## src/rtl/wb_retire_pkg.sv

```systemverilog
// Shared defaults and the packed retire-queue entry width for the writeback/retire stage.
package wb_retire_pkg;

    localparam int DEF_DBITS     = 32;
    localparam int DEF_INSTBITS  = 32;
    localparam int DEF_REGNOBITS = 5;
    localparam int DEF_CSRNOBITS = 12;
    localparam int DEF_DEPTH     = 4;

    // Entry layout, MSB to LSB: {pc, inst, wr_reg, rd, rd_val, wr_csr, csrno, csr_val, halt}
    function automatic int wb_entry_width(input int dbits, input int instbits,
                                          input int regnobits, input int csrnobits);
        return 3 * dbits + instbits + regnobits + csrnobits + 3;
    endfunction

endpackage

```

## src/rtl/wb_retire_fifo.sv

```systemverilog
// In-order circular retire queue with per-entry valid bits, flush, and a per-entry
// destination view so the stage can build its pending-register vector.
module wb_retire_fifo
    import wb_retire_pkg::*;
#(
    parameter int WIDTH     = wb_entry_width(DEF_DBITS, DEF_INSTBITS, DEF_REGNOBITS, DEF_CSRNOBITS),
    parameter int DEPTH     = DEF_DEPTH,
    parameter int REGNOBITS = DEF_REGNOBITS,
    parameter int RD_LSB    = 0,
    parameter int WRREG_BIT = 0
) (
    input  logic                                clk,
    input  logic                                reset,
    input  logic                                push,
    input  logic [WIDTH-1:0]                    push_data,
    input  logic                                pop,
    input  logic                                flush,
    output logic [WIDTH-1:0]                    head_data,
    output logic                                head_valid,
    output logic                                full,
    output logic [$clog2(DEPTH+1)-1:0]          occupancy,
    output logic [DEPTH-1:0]                    ent_valid,
    output logic [DEPTH-1:0]                    ent_wr_reg,
    output logic [DEPTH-1:0][REGNOBITS-1:0]     ent_rd
);

    localparam int PW = $clog2(DEPTH);
    localparam int CW = $clog2(DEPTH+1);

    logic [WIDTH-1:0] r_mem [DEPTH];
    logic [DEPTH-1:0] r_valid;
    logic [PW-1:0]    r_head;
    logic [PW-1:0]    r_tail;
    logic [CW-1:0]    r_count;

    // Pointers, count and valid bits; a flush (halt) discards everything including a same-cycle push.
    always_ff @(posedge clk or posedge reset) begin
        if (reset) begin
            r_head  <= '0;
            r_tail  <= '0;
            r_count <= '0;
            r_valid <= '0;
        end else if (flush) begin
            r_head  <= '0;
            r_tail  <= '0;
            r_count <= '0;
            r_valid <= '0;
        end else begin
            if (pop) begin
                r_head          <= r_head + PW'(1);
                r_valid[r_head] <= 1'b0;
            end
            if (push) begin
                r_tail          <= r_tail + PW'(1);
                r_valid[r_tail] <= 1'b1;
            end
            r_count <= r_count + CW'(push) - CW'(pop);
        end
    end

    // Entry payload storage; validity is tracked separately so no reset is needed here.
    always_ff @(posedge clk) begin
        if (push && !flush) begin
            r_mem[r_tail] <= push_data;
        end
    end

    assign head_data  = r_mem[r_head];
    assign head_valid = r_valid[r_head];
    assign full       = (r_count == CW'(DEPTH));
    assign occupancy  = r_count;

    genvar gi;
    generate
        for (gi = 0; gi < DEPTH; gi++) begin : g_view
            assign ent_valid[gi]  = r_valid[gi];
            assign ent_wr_reg[gi] = r_mem[gi][WRREG_BIT];
            assign ent_rd[gi]     = r_mem[gi][RD_LSB +: REGNOBITS];
        end
    endgenerate

endmodule

```

## src/rtl/wb_retire_stage.sv

```systemverilog
// Writeback/retire stage: queues MEM results, retires in order from the head, drives
// register-file and CSR writes, tracks pending destinations, instret and sticky halt.
module wb_retire_stage
    import wb_retire_pkg::*;
#(
    parameter int DBITS     = DEF_DBITS,
    parameter int INSTBITS  = DEF_INSTBITS,
    parameter int REGNOBITS = DEF_REGNOBITS,
    parameter int CSRNOBITS = DEF_CSRNOBITS,
    parameter int DEPTH     = DEF_DEPTH
) (
    input  logic                         clk,
    input  logic                         reset,
    input  logic                         in_valid,
    output logic                         in_ready,
    input  logic [DBITS-1:0]             in_pc,
    input  logic [INSTBITS-1:0]          in_inst,
    input  logic                         in_wr_reg,
    input  logic [REGNOBITS-1:0]         in_rd,
    input  logic [DBITS-1:0]             in_rd_val,
    input  logic                         in_wr_csr,
    input  logic [CSRNOBITS-1:0]         in_csrno,
    input  logic [DBITS-1:0]             in_csr_val,
    input  logic                         in_halt,
    output logic                         rf_we,
    output logic [REGNOBITS-1:0]         rf_wregno,
    output logic [DBITS-1:0]             rf_wdata,
    output logic                         csr_we,
    input  logic                         csr_ready,
    output logic [CSRNOBITS-1:0]         csr_wno,
    output logic [DBITS-1:0]             csr_wdata,
    output logic [(2**REGNOBITS)-1:0]    pend_regs,
    output logic                         retire_valid,
    output logic [DBITS-1:0]             retire_pc,
    output logic [INSTBITS-1:0]          retire_inst,
    output logic [63:0]                  instret,
    output logic                         halted,
    output logic [$clog2(DEPTH+1)-1:0]   occupancy
);

    localparam int ENTRY_W    = wb_entry_width(DBITS, INSTBITS, REGNOBITS, CSRNOBITS);
    localparam int HALT_BIT   = 0;
    localparam int CSRVAL_LSB = 1;
    localparam int CSRNO_LSB  = CSRVAL_LSB + DBITS;
    localparam int WRCSR_BIT  = CSRNO_LSB + CSRNOBITS;
    localparam int RDVAL_LSB  = WRCSR_BIT + 1;
    localparam int RD_LSB     = RDVAL_LSB + DBITS;
    localparam int WRREG_BIT  = RD_LSB + REGNOBITS;
    localparam int INST_LSB   = WRREG_BIT + 1;
    localparam int PC_LSB     = INST_LSB + INSTBITS;

    logic                              r_halted;
    logic [63:0]                       r_instret;

    logic [ENTRY_W-1:0]                w_in_entry;
    logic [ENTRY_W-1:0]                w_head;
    logic                              w_head_valid;
    logic                              w_full;
    logic                              w_push;
    logic                              w_retire;
    logic                              w_flush;
    logic [DEPTH-1:0]                  w_ent_valid;
    logic [DEPTH-1:0]                  w_ent_wr_reg;
    logic [DEPTH-1:0][REGNOBITS-1:0]   w_ent_rd;

    logic                              w_h_wr_csr;
    logic                              w_h_wr_reg;
    logic                              w_h_halt;
    logic [REGNOBITS-1:0]              w_h_rd;

    assign w_in_entry = {in_pc, in_inst, in_wr_reg, in_rd, in_rd_val,
                         in_wr_csr, in_csrno, in_csr_val, in_halt};

    assign w_h_wr_csr = w_head[WRCSR_BIT];
    assign w_h_wr_reg = w_head[WRREG_BIT];
    assign w_h_halt   = w_head[HALT_BIT];
    assign w_h_rd     = w_head[RD_LSB +: REGNOBITS];

    // Accept only from registered state; a full queue never takes a push even if the head pops.
    assign in_ready = !w_full && !r_halted;
    assign w_push   = in_valid && in_ready;
    assign w_retire = w_head_valid && !r_halted && (!w_h_wr_csr || csr_ready);
    assign w_flush  = w_retire && w_h_halt;

    wb_retire_fifo #(
        .WIDTH     (ENTRY_W),
        .DEPTH     (DEPTH),
        .REGNOBITS (REGNOBITS),
        .RD_LSB    (RD_LSB),
        .WRREG_BIT (WRREG_BIT)
    ) u_fifo (
        .clk        (clk),
        .reset      (reset),
        .push       (w_push),
        .push_data  (w_in_entry),
        .pop        (w_retire),
        .flush      (w_flush),
        .head_data  (w_head),
        .head_valid (w_head_valid),
        .full       (w_full),
        .occupancy  (occupancy),
        .ent_valid  (w_ent_valid),
        .ent_wr_reg (w_ent_wr_reg),
        .ent_rd     (w_ent_rd)
    );

    // Head-driven write/retire outputs; data fields read as zero when the queue is empty.
    always_comb begin
        rf_we        = w_retire && w_h_wr_reg && (w_h_rd != '0);
        csr_we       = w_head_valid && w_h_wr_csr && !r_halted;
        retire_valid = w_retire;
        rf_wregno    = '0;
        rf_wdata     = '0;
        csr_wno      = '0;
        csr_wdata    = '0;
        retire_pc    = '0;
        retire_inst  = '0;
        if (w_head_valid) begin
            rf_wregno   = w_h_rd;
            rf_wdata    = w_head[RDVAL_LSB +: DBITS];
            csr_wno     = w_head[CSRNO_LSB +: CSRNOBITS];
            csr_wdata   = w_head[CSRVAL_LSB +: DBITS];
            retire_pc   = w_head[PC_LSB +: DBITS];
            retire_inst = w_head[INST_LSB +: INSTBITS];
        end
    end

    // Pending destinations: every queued GPR writer marks its register; x0 is never pending.
    always_comb begin
        pend_regs = '0;
        for (int e = 0; e < DEPTH; e++) begin
            if (w_ent_valid[e] && w_ent_wr_reg[e]) begin
                pend_regs[w_ent_rd[e]] = 1'b1;
            end
        end
        pend_regs[0] = 1'b0;
    end

    // Retirement counter and sticky halt, set when a halting entry retires.
    always_ff @(posedge clk or posedge reset) begin
        if (reset) begin
            r_instret <= '0;
            r_halted  <= 1'b0;
        end else begin
            if (w_retire) begin
                r_instret <= r_instret + 64'd1;
            end
            if (w_flush) begin
                r_halted <= 1'b1;
            end
        end
    end

    assign instret = r_instret;
    assign halted  = r_halted;

endmodule

```

## config.mk

```make
export PLATFORM = sky130hd
export DESIGN_NAME = wb_retire_stage
export DESIGN_NICKNAME = d
export VERILOG_FILES = /design/src/rtl/wb_retire_pkg.sv /design/src/rtl/wb_retire_fifo.sv /design/src/rtl/wb_retire_stage.sv
export SDC_FILE = /design/constraint.sdc
export NUM_CORES = 1
export LEC_CHECK = 0
export ABC_AREA = 1
export BUFFER_PORTS_ARGS = -buffer_cell sky130_fd_sc_hd__buf_2
export CORE_ASPECT_RATIO = 1.5
export CORE_MARGIN = 1.5
export CORE_UTILIZATION = 30
export DETAILED_ROUTE_END_ITERATION = 10
export PLACE_DENSITY = 0.59
export SLEW_MARGIN = 0
export SYNTH_ARGS = -nofsm -noshare
export SYNTH_HDL_FRONTEND = slang
export SYNTH_SLANG_ARGS = --single-unit
export TNS_END_PERCENT = 10
```

## constraint.sdc

```tcl
create_clock -name clk -period 4.6 [get_ports clk]
set_input_delay 0.46 -clock clk [delete_from_list [all_inputs] [get_ports clk]]
set_output_delay 0.46 -clock clk [all_outputs]
set_load 0.02 [all_outputs]
```

# Word level (Yosys, flattened, before mapping)
# Memories as Yosys holds them, arrays and structs flattened.
# Index checks and enable logic that the tools add are counted.
dict set report totals {
  register_bits 76
  latch_bits 0
  mem_bits_rw 592
  mem_bits_ro 0
  out_inout_bits 249
  wordCells 94
  mem_count 1
}
dict set report classes {
  n_addsub 5
  multipliers 0
  n_div 0
  magnitude_cmp 12
  eq_ne 1
  n_shift 0
  mux 35
  bitwise_logic 6
  n_reduce_logical 28
}
# name words word_bits rd rd_ports_with_merged_regs wr line_no
set memory_table {}
lappend memory_table {u_fifo.r_mem 4 148 5 0 1 wb_retire_fifo.sv:30} ;# logic [WIDTH-1:0] r_mem [DEPTH];
# operator count
set ops {}
lappend ops {{32-bit two-way mux} 8}
lappend ops {{32-bit bitwise OR} 3}
lappend ops {{64-bit by 1-bit adder with 64-bit output (second input constant)} 1}
lappend ops {{5-bit by 6-bit < comparator with 1-bit output (second input constant)} 4}
lappend ops {{1-bit demux with 5-bit select} 4}
lappend ops {{5-bit by 1-bit >= comparator with 1-bit output (second input constant)} 4}
lappend ops {{1-bit logical AND} 20}
lappend ops {{4-bit two-way mux} 4}
lappend ops {{12-bit two-way mux} 1}
lappend ops {{1-bit two-way mux} 9}
lappend ops {{2-bit two-way mux} 4}
lappend ops {{2-bit by 3-bit < comparator with 1-bit output (second input constant)} 2}
lappend ops {{5-bit two-way mux} 1}
lappend ops {{5-bit nonzero test} 1}
lappend ops {{2-bit by 1-bit adder with 2-bit output (second input constant)} 2}
lappend ops {{4-bit bitwise AND} 1}
lappend ops {{1-bit demux with 2-bit select} 2}
lappend ops {{2-bit by 1-bit >= comparator with 1-bit output (second input constant)} 2}
lappend ops {{1-bit zero test} 4}
lappend ops {{4-bit inverter} 1}
lappend ops {{4-bit bitwise OR} 1}
lappend ops {{2-bit nonzero test} 2}
lappend ops {{3-bit by 1-bit adder with 3-bit output} 1}
lappend ops {{3-bit equality test (second input constant)} 1}
lappend ops {{other kinds (4)} 4}

# Depth between registers and ports, before layout
# An unclocked memory read counts as a cell.
dict set report logic_depth {
  ltp_word 12
  ltp_mapped 17
  mapped_depth_nobuf 15
}

# Hierarchy
# From an unflattened synthesis, not the netlist that was laid out.
dict set report hier_totals {
  cells_unflattened 2823
  hier_area_um2 30216.5
}
# module instances cells_each area_per_inst_um2 seq_area_each_um2
set by_module_without_submodules {}
lappend by_module_without_submodules {wb_retire_fifo 1 1832 24313.3 18052.3}
lappend by_module_without_submodules {wb_retire_stage 1 991 5903.2 1626.6}

# Least setup slack after synthesis
# OpenSTA, ideal clock, no wires.
dict set report synth_timing {
  path_type {register to register}
  startpoint {register u_fifo.r_count[1] (netlist: u_fifo.occupancy[1])}
  endpoint {memory u_fifo.r_mem[0][0] (netlist name) (enable)}
  setup_time_ns 0.501
  arrival_ns 4.296
  required_time_ns 4.099
  setup_slack_ns -0.197
  stages_incl_launch_ff 7
  n_path_buf 0
  synth_period_minus_slack_ns 4.797
  cell_sequence {dfrtp_1 -> nor2_1 -> a21oi_1 -> nand2_1 -> inv_1 -> nand3_1 -> inv_1}
}
dict set report synth_via {
  elab_chain_cells 7
}
# element line_no
set synth_rtl {}
lappend synth_rtl {{from (decl)} wb_retire_fifo.sv:34} ;# logic [CW-1:0] r_count;
lappend synth_rtl {{from (signal assigned)} wb_retire_fifo.sv:57} ;# r_count <= r_count + CW'(push) - CW'(pop);
lappend synth_rtl {{3-bit equality test} wb_retire_fifo.sv:70} ;# assign full = (r_count == CW'(DEPTH));
lappend synth_rtl {{1-bit zero test} wb_retire_stage.sv:80} ;# assign in_ready = !w_full && !r_halted;
lappend synth_rtl {{1-bit logical AND} wb_retire_stage.sv:80}
lappend synth_rtl {{via in_ready} wb_retire_stage.sv:15} ;# output logic in_ready,
lappend synth_rtl {{1-bit logical AND} wb_retire_stage.sv:81} ;# assign w_push = in_valid && in_ready;
lappend synth_rtl {{1-bit logical AND} wb_retire_fifo.sv:63} ;# if (push && !flush) begin
lappend synth_rtl {{1-bit two-way mux} wb_retire_fifo.sv:63}
lappend synth_rtl {{1-bit two-way mux (implied by the code)} wb_retire_fifo.sv:64} ;# r_mem[r_tail] <= push_data;
lappend synth_rtl {{to (decl)} wb_retire_fifo.sv:30}
# The timed path passes the listed nets, and every way through them passes these cells.

# Worst setup path in the final report
dict set report layout_timing {
  startpoint {register u_fifo.r_head[0]}
  endpoint {output rf_we}
}
dict set report layout_via {
  elab_chain_cells 6
  elab_cells_between_ends 10
  cone_classes {mux (2); reduce/logical (7); memory (1)}
}
# element line_no
set layout_rtl {}
lappend layout_rtl {{from (decl)} wb_retire_fifo.sv:32} ;# logic [PW-1:0] r_head;
lappend layout_rtl {{from (signal assigned)} wb_retire_fifo.sv:50} ;# r_head <= r_head + PW'(1);
lappend layout_rtl {{memory 4 x 148 bit / 1-bit binary-select mux with 2-bit select (equally long branches)} --}
lappend layout_rtl {{1-bit zero test / 1-bit two-way mux (equally long branches)} {wb_retire_stage.sv:82, wb_retire_fifo.sv:69}}
lappend layout_rtl {{1-bit logical OR / 1-bit logical AND (equally long branches)} wb_retire_stage.sv:82} ;# assign w_retire = w_head_valid && !r_halted && (!w_h_wr_csr || csr_ready);
lappend layout_rtl {{1-bit logical AND} wb_retire_stage.sv:82}
lappend layout_rtl {{1-bit logical AND} wb_retire_stage.sv:109} ;# rf_we = w_retire && w_h_wr_reg && (w_h_rd != '0);
lappend layout_rtl {{1-bit logical AND (*)} wb_retire_stage.sv:109}
lappend layout_rtl {{to (decl)} wb_retire_stage.sv:25} ;# output logic rf_we,
# Mark *: on every way between the ends. The rest lies on a longest branch, timed or not. The select of a mux whose other input is x is not followed.

==> results_dict.tcl <==
set metrics [dict create \
    cts-root-buf "clkbuf_16" \
    peakVddDrop_mv 0.330 \
    ys_ff_latch 668 \
    synthesis.nets 2763 \
    ys.flop_type "edfxtp_1" \
    hp-class "input port to flip-flop" \
    cp_max_fo 108 \
    synthCells 2599 \
    grt_overflow 0 \
    clock_skew_ns 0.0180 \
    drt-vias-per-instance 4.79 \
    synthAdderAreaFrac 0.00552 \
    clk_pin_slew_worst_paths_ns 0.06 \
    drive_gt1_frac 0.175 \
    yosysMostFrequentCell "edfxtp_1" \
    grt_pass1_vias 21300 \
    gp_congestion 0.911 \
    status "finished clean" \
    synth_xor_area_frac 0.00859 \
    cts_tree "yes" \
    whs_ns 0.0685 \
    synth_common_cells "edfxtp_1, nand2_1, nor2_1" \
    grt_pass1_wl_mm 124 \
    synth_mux_area_frac 0 \
    synth_area_leaders "edfxtp_1, dfrtp_1, o21ai_0" \
    yosysTopAreaCellShare 0.623 \
    period_share 0.794 \
    syn-cell-area_um2 28500 \
    die_x_um 255 \
    yosys.area_share.simple 0.139 \
    power_w 0.0126 \
    dp_hpwl_mm 51.0 \
    p_per_area_nw_per_um2 353 \
    rsz0062_at_grt "false" \
    slew_headroom 0.247 \
    grt_usage 0.166 \
    place.port_buffers 399 \
    layout_min_cycle_time_ns 3.65 \
    cts_buffers 70 \
    yosys.area.top_type "edfxtp_1" \
    pre_cts_slack_ns 1.06 \
    fin_ws_ns 0.948 \
    start_kind "flip-flop" \
    ys_seq_area_frac 0.690 \
    synthDistinctLibCells 37 \
    syn_avg_cell_area_um2 11.0 \
    synth-compound-area-share 0.103 \
    yosysWarnings 0 \
    fmax_ghz 0.274 \
    synth_top_family_by_area "simple AND/OR/NAND/NOR gates" \
    finalHoldViolCount 0 \
    fp.coreArea_um2 94300 \
    clockBufferDepth 3 \
    clock_sinks 668 \
    initial_core_util 0.303 \
    drc 0 \
    num-nets-final 3282 \
    tightestPinTransition_ns 1.13 \
    htreeDepth 3 \
    synth_edf_count 592 \
    nFillCells 9270 \
    cp-end-kind "primary output" \
    wirelength_mm 81.3 \
    path_class "flip-flop to primary output" \
    slew_violations 0 \
    maxCapViolCount 0 \
    row_count 138 \
    die_y_um 381 \
    cp.required_ns 4.14 \
    power_leakage_nw 14.6 \
    crit_arrival_ns 3.19 \
    syn2layout_area_growth_pct 25.0 \
    wl_per_cell_um 18.3 \
    die_area_um2 97000 \
    grt_max_degree 109 \
    drt_iter0_drc 1370 \
    vias 21300 \
    postRouteAntennaNets 0 \
    clkLatencyLatePin_ns 0.64 \
    setup_viol 0 \
    io_pins 401 \
    drt_pass1_iterations 5 \
    antenna_found_initial 13 \
    async_flop_share 0.114 \
]
[metrics by stage]
step / TNS (ns) / cell area, um^2 / instances / utilization
finish: 0 / 35700 / 4440 / 0.378
global route: 0 / 35700 / 4437 / 0.378
CTS: 0 / 35700 / 4433 / 0.378
detailed placement: 0 / 31900 / 4164 / 0.339
global placement: 0 / 31900 / 4164 / 0.339
floorplan: -87.26 / 28500 / 2599 / -
[routing by layer]
| layer | GRT usage | part of all wire |
|---|---|---|
| met5 | 0 | 0.0013 |
| met4 | 0.0792 | 0.037 |
| met3 | 0.0355 | 0.061 |
| met2 | 0.290 | 0.51 |
| met1 | 0.191 | 0.40 |
[cells by family after synthesis]
family / Yosys count
AND/OR/NAND/NOR: 976
flip-flops: 668
AO/OA/AOI/OAI: 521
buffers and inverters: 393
XOR/XNOR: 28
adder cells (fa/ha/maj): 12
other: 1
[critical path: stages, from the launching register on]
cell,delay [ns]
dfrtp_4,0.55
buf_4,0.84
o21ai_0,0.21
a21oi_1,0.26
nand2_1,0.11
nor2_1,0.25
nor2_1,0.10
buf_2,0.18
[report_power, final]
group | leakage, nW | internal, W | switching (W)
Clock | 1.13 | 0.00330 | 0.00242
Combinational | 7.15 | 0.000139 | 0.000129
Sequential | 6.36 | 0.00660 | 0.00000755
Total | 14.6 | 0.0100 | 0.00256
[registers in the layout (all words and copies together), names as in the netlist]
name and count:
halted 1, u_fifo.ent_valid 4, u_fifo.r_tail 2, u_fifo.r_head 2, instret 64, u_fifo.occupancy 3
u_fifo.r_mem 592
[area by class of cell]
type,count,area (um^2),share of cell area
diodes,7,17.5,0.000491
repair buffers,570,3740,0.105
inverters,270,1040,0.0293
multi-input cells,1538,7320,0.205
clock buffers,85,1850,0.0518
well taps,1260,1580,0.0442
clock inverters,42,453,0.0127
flip-flops and latches,668,19700,0.552
[path summary, 6_finish.rpt]
path	startpoint	to	slack [ns]	depth (start not counted)
min in group asynchronous	reset	instret[51]	0.42	3
worst max register to register	u_fifo.r_head[0]	u_fifo.r_mem[1][9]	1.15	10
max in group asynchronous	reset	instret[18]	3.06	4
worst min register to register	u_fifo.ent_valid[1]	u_fifo.ent_valid[1]	0.52	2
worst max-delay path	u_fifo.r_head[0]	rf_we	0.95	7
worst min-delay path	in_inst[2]	u_fifo.r_mem[1][86]	0.07	1
[layout by cell type, fill, tap and decap left out, types with 23 or more instances in the layout]
cell           Yosys  layout
o22ai_1          145     145
edfxtp_1         592     592
o221ai_1          23      23
inv_1            268     262
dfrtp_1           76      74
buf_2             43     399
nand2_1          411     411
clkbuf_16          0      71
nor2_1           408     408
o21ai_0          312     312
dlygate4sd3_1      0     142
nand3_1           90      90
[timing repair]
| action | CTS | global route |
|---|---|---|
| buffers inserted | 0 | 0 |
| gates resized for setup | 0 | 0 |
| endpoints found under the hold margin | 581 | 0 |
| hold buffers | 142 | 0 |
(Power assumes the default switching activity.)
